===== src/rtl/aes_input_masker_if.sv =====
// Handshake and data bundle between the AES input masker, its upstream source,
// the PRNG and the masked core. The masker sits on the slave modport.
interface aes_input_masker_if #(
   parameter int d = 2
);
   localparam int RND_W = 256 * (d - 1);

   logic               in_valid;
   logic               in_ready;
   logic [127:0]       plaintext;
   logic [127:0]       key;
   logic [RND_W-1:0]   rnd_in;
   logic               rnd_valid;
   logic               rnd_ready;
   logic               out_valid;
   logic               out_ready;
   logic [128*d-1:0]   sh_plaintext;
   logic [128*d-1:0]   sh_key;
   logic               busy;

   modport slave (
      input  in_valid, plaintext, key, rnd_in, rnd_valid, out_ready,
      output in_ready, rnd_ready, out_valid, sh_plaintext, sh_key, busy
   );

   modport master (
      output in_valid, plaintext, key, rnd_in, rnd_valid, out_ready,
      input  in_ready, rnd_ready, out_valid, sh_plaintext, sh_key, busy
   );
endinterface


===== src/rtl/aes_input_masker.sv =====
// Splits one plaintext/key pair into a d-share bit-interleaved Boolean sharing.
// Optional AES_MASKER_ZEROIZE_EN clears the share registers on handover.
module aes_input_masker #(
   parameter int d = 2
) (
   input  logic               clk,
   input  logic               nrst,
   aes_input_masker_if.slave  bus,
   output logic [1:0]         dbg_state_o
);
   // All three handshakes are valid/ready: a transfer happens on a rising edge
   // where both are high; valid never depends combinationally on ready.

   if (d < 2) begin : g_bad_d
      $error("aes_input_masker: d must be at least 2");
   end

   typedef enum logic [1:0] {
      IDLE     = 2'd0,
      WAIT_RND = 2'd1,
      OUT      = 2'd2
   } state_e;

   state_e             state_q, state_d;
   logic [127:0]       pt_raw_q, pt_raw_d;
   logic [127:0]       key_raw_q, key_raw_d;
   logic [128*d-1:0]   sh_pt_q, sh_pt_d;
   logic [128*d-1:0]   sh_key_q, sh_key_d;
   logic [128*d-1:0]   sh_pt_cap, sh_key_cap;

   // Share 0 is built only from the raw registers and the PRNG word, so the
   // unmasked inputs never feed the share outputs directly.
   for (genvar j = 0; j < 128; j++) begin : g_bit
      logic [d-1:1] pt_r, key_r;
      for (genvar i = 1; i < d; i++) begin : g_share
         assign pt_r[i]  = bus.rnd_in[128*(i-1) + j];
         assign key_r[i] = bus.rnd_in[128*(d-1) + 128*(i-1) + j];
      end
      assign sh_pt_cap[d*j +: d]  = {pt_r, pt_raw_q[j] ^ (^pt_r)};
      assign sh_key_cap[d*j +: d] = {key_r, key_raw_q[j] ^ (^key_r)};
   end

   always_comb begin
      state_d       = state_q;
      pt_raw_d      = pt_raw_q;
      key_raw_d     = key_raw_q;
      sh_pt_d       = sh_pt_q;
      sh_key_d      = sh_key_q;
      bus.in_ready  = 1'b0;
      bus.rnd_ready = 1'b0;
      bus.out_valid = 1'b0;
      bus.busy      = 1'b1;
      case (state_q)
         IDLE: begin
            bus.in_ready = 1'b1;
            bus.busy     = 1'b0;
            if (bus.in_valid) begin
               pt_raw_d  = bus.plaintext;
               key_raw_d = bus.key;
               state_d   = WAIT_RND;
            end
         end
         WAIT_RND: begin
            bus.rnd_ready = 1'b1;
            if (bus.rnd_valid) begin
               sh_pt_d   = sh_pt_cap;
               sh_key_d  = sh_key_cap;
               pt_raw_d  = '0;
               key_raw_d = '0;
               state_d   = OUT;
            end
         end
         OUT: begin
            bus.out_valid = 1'b1;
            if (bus.out_ready) begin
               state_d = IDLE;
`ifdef AES_MASKER_ZEROIZE_EN
               sh_pt_d  = '0;
               sh_key_d = '0;
`endif
            end
         end
         default: begin
            state_d = IDLE;
         end
      endcase
   end

   always_ff @(posedge clk or negedge nrst) begin
      if (!nrst) begin
         state_q   <= IDLE;
         pt_raw_q  <= '0;
         key_raw_q <= '0;
         sh_pt_q   <= '0;
         sh_key_q  <= '0;
      end else begin
         state_q   <= state_d;
         pt_raw_q  <= pt_raw_d;
         key_raw_q <= key_raw_d;
         sh_pt_q   <= sh_pt_d;
         sh_key_q  <= sh_key_d;
      end
   end

   assign bus.sh_plaintext = sh_pt_q;
   assign bus.sh_key       = sh_key_q;
   assign dbg_state_o      = state_q;
endmodule


===== src/flat_wrapper.sv =====
// flat-port wrapper written by rule: the top's interface ports become plain ports
module aes_input_masker_flat 
#(
   parameter int d = 2
)
  (clk, nrst, dbg_state_o, bus_in_valid, bus_plaintext, bus_key, bus_rnd_in, bus_rnd_valid, bus_out_ready, bus_in_ready, bus_rnd_ready, bus_out_valid, bus_sh_plaintext, bus_sh_key, bus_busy);
  aes_input_masker_if #(.d(d)) bus_i ();
  input  logic clk;
  input  logic nrst;
  output logic [1:0] dbg_state_o;
  input wire logic [$bits(bus_i.in_valid)-1:0] bus_in_valid;
  input wire logic [$bits(bus_i.plaintext)-1:0] bus_plaintext;
  input wire logic [$bits(bus_i.key)-1:0] bus_key;
  input wire logic [$bits(bus_i.rnd_in)-1:0] bus_rnd_in;
  input wire logic [$bits(bus_i.rnd_valid)-1:0] bus_rnd_valid;
  input wire logic [$bits(bus_i.out_ready)-1:0] bus_out_ready;
  output wire logic [$bits(bus_i.in_ready)-1:0] bus_in_ready;
  output wire logic [$bits(bus_i.rnd_ready)-1:0] bus_rnd_ready;
  output wire logic [$bits(bus_i.out_valid)-1:0] bus_out_valid;
  output wire logic [$bits(bus_i.sh_plaintext)-1:0] bus_sh_plaintext;
  output wire logic [$bits(bus_i.sh_key)-1:0] bus_sh_key;
  output wire logic [$bits(bus_i.busy)-1:0] bus_busy;
  assign bus_i.in_valid = bus_in_valid;
  assign bus_i.plaintext = bus_plaintext;
  assign bus_i.key = bus_key;
  assign bus_i.rnd_in = bus_rnd_in;
  assign bus_i.rnd_valid = bus_rnd_valid;
  assign bus_i.out_ready = bus_out_ready;
  assign bus_in_ready = bus_i.in_ready;
  assign bus_rnd_ready = bus_i.rnd_ready;
  assign bus_out_valid = bus_i.out_valid;
  assign bus_sh_plaintext = bus_i.sh_plaintext;
  assign bus_sh_key = bus_i.sh_key;
  assign bus_busy = bus_i.busy;
  aes_input_masker #(.d(d)) u_core (.clk(clk), .nrst(nrst), .bus(bus_i), .dbg_state_o(dbg_state_o));
endmodule

===== config.mk =====
export PLATFORM = sky130hd
export DESIGN_NAME = aes_input_masker_flat
export DESIGN_NICKNAME = d
export VERILOG_FILES = /design/src/rtl/aes_input_masker_if.sv /design/src/rtl/aes_input_masker.sv /design/src/flat_wrapper.sv
export SDC_FILE = /design/constraint.sdc
export NUM_CORES = 1
export LEC_CHECK = 0
export CAP_MARGIN = 20
export CELL_PAD_IN_SITES_DETAIL_PLACEMENT = 1
export CELL_PAD_IN_SITES_GLOBAL_PLACEMENT = 1
export CORE_AREA = 5 5 399 401
export DETAILED_ROUTE_END_ITERATION = 10
export DIE_AREA = 0 0 404 406
export PLACE_DENSITY_LB_ADDON = 0.08
export SLEW_MARGIN = 20
export SYNTH_ARGS = -nofsm -noshare
export SYNTH_HDL_FRONTEND = slang
export SYNTH_SLANG_ARGS = --single-unit

===== constraint.sdc =====
create_clock -name clk -period 2.3 [get_ports clk]
set_clock_uncertainty 0.1 [all_clocks]
set_input_delay 0.345 -clock clk [delete_from_list [all_inputs] [get_ports clk]]
set_output_delay 0.345 -clock clk [all_outputs]
set_load 0.02 [all_outputs]

==> impl_metrics.py <==
metrics = {
    "drt": {
        "drtIter0Drc": 977,
        "ant_nets": 0,
        "dr.pass1.iters": 5,
        "wirelength_um": 153000,
        "drcViolationCount": 0,
        "num_vias": 25500,
        "drt-vias-per-instance": 4.25,
        "route.detailed.wl_per_inst_um": 25.6,
    },
    "sta": {
        "fmax_ghz": 0.448,
        "slew_headroom_pct": 41.8,
        "setup-violations-final": 0,
        "rsz0062_at_grt": "false",
        "worstMarginPinSlew_ps": 872,
        "finalCriticalPeriod_ps": 2230,
        "fin_crit_sh_pct": 97.1,
        "finalHoldViolCount": 0,
        "setup_tns_ps": 0,
        "drv_slew": 0,
    },
    "logic_synthesis": {
        "ys_seq_area_share_pct": 56.5,
        "synth.distinct_cells": 22,
        "synth-seq-cells": 770,
        "synth_top_area_share_pct": 56.5,
        "syn_area_um2": 34100,
        "synthCells": 2773,
        "synthesis.nets": 3290,
        "postSynthAreaPerCell_um2": 12.3,
        "synth_area_leaders": "dfrtp_1 57%, mux2_4 11%, o2bb2ai_1 6.6%, xnor2_1 6.6%, nor2b_1 4.7%",
        "synth_area_leader_cell": "dfrtp_1",
        "yosysWarnings": 0,
    },
    "power_and_ir_drop": {
        "comb_power_share_pct": 45.8,
        "clkPwrFrac_pct": 21.4,
        "powerDensity_nw_per_um2": 1480,
        "irDropWorstVdd_uv": 628,
        "switching_share_pct": 38.2,
        "power_leakage_nw": 21.2,
        "p_int_mw": 46.4,
        "p_seq_share_pct": 32.7,
        "p_sw_mw": 28.6,
    },
    "global_routing": {
        "grt_first_pass_wirelength_um": 214000,
        "grt_util_all_layers_pct": 18.1,
        "grt_pass1_vias": 27300,
        "grt_max_degree": 128,
        "grt_remaining_overflow": 0,
        "antenna_found_initial": 87,
    },
    "worst_setup_path": {
        "critPathTopFamily": "buffers and inverters",
        "slowest_stage": "clkdlybuf4s50_1",
        "path_max_fanout": 2,
        "crit_type": "reg -> out",
        "path_cells": "clkdlybuf4s50_1",
        "startpoint_type": "register",
        "cp.required_ps": 1860,
        "worstPathArrival_ps": 1790,
        "critPathMaxStageDelay_ps": 730,
        "end_kind": "output pin",
        "worst-path-buf-inv": 1,
    },
    "floorplanning": {
        "design.die.area_um2": 164000,
        "die_y_um": 406,
        "start_util_pct": 22.0,
        "die_width_um": 404,
        "io_pins": 1035,
        "fp-row-count": 145,
        "coreArea_um2": 155000,
    },
    "clock_network": {
        "clk_pin_slew_ps": 60,
        "clock_sinks": 770,
        "h-tree-depth": 3,
        "insertion_delay_ps": 680,
        "clockRootBuffer": "clkbuf_16",
        "clk_path_buf_depth": 3,
        "cts_made_buffers": 101,
        "cts_tree": "built",
    },
    "final_layout": {
        "drive_gt1_share_pct": 13.6,
        "syn_to_final_growth_pct": 48.3,
        "finalNetCount": 4335,
        "layout_commonest_cell": "clkdlybuf4s50_1",
        "n_fill_cell": 16900,
        "final_cell_mix": "980 x clkdlybuf4s50_1, 768 x dfrtp_1, 257 x o21ai_0, 257 x nor2b_1",
        "design_area_um2": 50600,
        "finish.utilization_pct": 32.6,
    },
    "placement": {
        "routabilityCongestion": 0.766,
        "port_buffers": 1034,
        "hpwlAfterDp_um": 117000,
        "post_dp_cell_area_um2": 47100,
    },
    "run_status": {
        "status": "finished, final reports clean",
    },
    "min_path": {
        "holdCritPathClass": "in -> reg",
    },
    "job": {
        "maxCapViolations": 0,
    },
}
-- power by group through the flow --
stage,Combinational [mW],Clock (mW),Sequential (mW)
global route,36.7,17.2,25.4
floorplan,13.9,0,29.0
global placement,35.0,0,24.8
detailed placement,35.3,0,24.8
CTS,35.1,16.7,24.7
finish,34.4,16.1,24.6
-- Yosys cell counts --
library cell / instances
nand2_1: 256
buf_12: 22
o2bb2ai_1: 256
buf_2: 72
dfrtp_1: 770
clkbuf_1: 73
mux2_2: 9
a21o_1: 1
mux2_4: 247
nor2b_1: 258
or2_2: 1
inv_1: 3
nand3b_4: 1
buf_1: 4
nand2b_1: 1
a211oi_1: 1
o21ai_0: 257
nor2_1: 1
a21oi_1: 256
buf_4: 21
xnor2_1: 256
buf_6: 7
-- sequential cells by signal, indices dropped and copies added (netlist names) --
signal / flops
u_core.pt_raw_q: 128
u_core.dbg_state_o: 2
u_core.bus.sh_key: 256
u_core.key_raw_q: 128
u_core.bus.sh_plaintext: 256
-- kinds of logic after synthesis --
family	synth area share [%]
flip-flops	56.5
AO/OA/AOI/OAI	14.2
buffers and inverters	3.92
XOR/XNOR	6.58
AND/OR/NAND/NOR	7.66
multiplexers	11.2
-- layout make-up --
type	instances	area, um2	area share [%]
Inverter	3	11.3	0.0223
Tap cell	2058	2570	5.09
Timing Repair Buffer	1141	11800	23.2
Sequential cell	770	19300	38.1
Multi-Input combinational cell	1801	13500	26.7
Antenna cell	36	90.1	0.178
Clock buffer	159	3100	6.12
Clock inverter	24	273	0.539
-- metal layers --
| layer | global-route usage (%) | wire [um] |
|---|---|---|
| met1 | 20.7 | 60400 |
| met2 | 30.8 | 76100 |
| met3 | 6.76 | 12000 |
| met4 | 6.81 | 4650 |
| met5 | 0 | 299 |
-- final timing paths --
kind	start	to	slack [ps]	depth (start not counted)
hold reg to reg	u_core.bus.sh_plaintext[214]	u_core.bus.sh_plaintext[214]	380	2
setup / recovery	u_core.bus.sh_plaintext[158]	bus_sh_plaintext[158]	70	1
setup reg to reg	u_core.dbg_state_o[0]	u_core.bus.sh_plaintext[173]	340	5
hold / removal	bus_out_ready	u_core.dbg_state_o[1]	140	2
max in group asynchronous	nrst	u_core.key_raw_q[70]	370	4
min in group asynchronous	nrst	u_core.key_raw_q[79]	600	3
-- through the flow --
step	power [mW]	hold WS, ps	std cells	worst slack [ps]
after floorplan	42.9	-50.6	2773	598
after detailed placement	60.1	157	5768	39.5
after CTS	76.6	60.5	5956	1.07
after global routing	79.3	78.5	5982	2.39
after global placement	59.7	153	5768	43.3
final	75.0	137	5992	67.5
-- what timing repair did --
| item | in CTS | in global routing |
|---|---|---|
| resized for setup | 49 | 13 |
| pin swaps | 0 | 0 |
| setup buffers | 1 | 0 |
| setup endpoints to repair | 42 | 12 |
| hold endpoints to repair | 628 | 0 |
| hold buffers | 4 | 0 |
(Power assumes the default switching activity.)
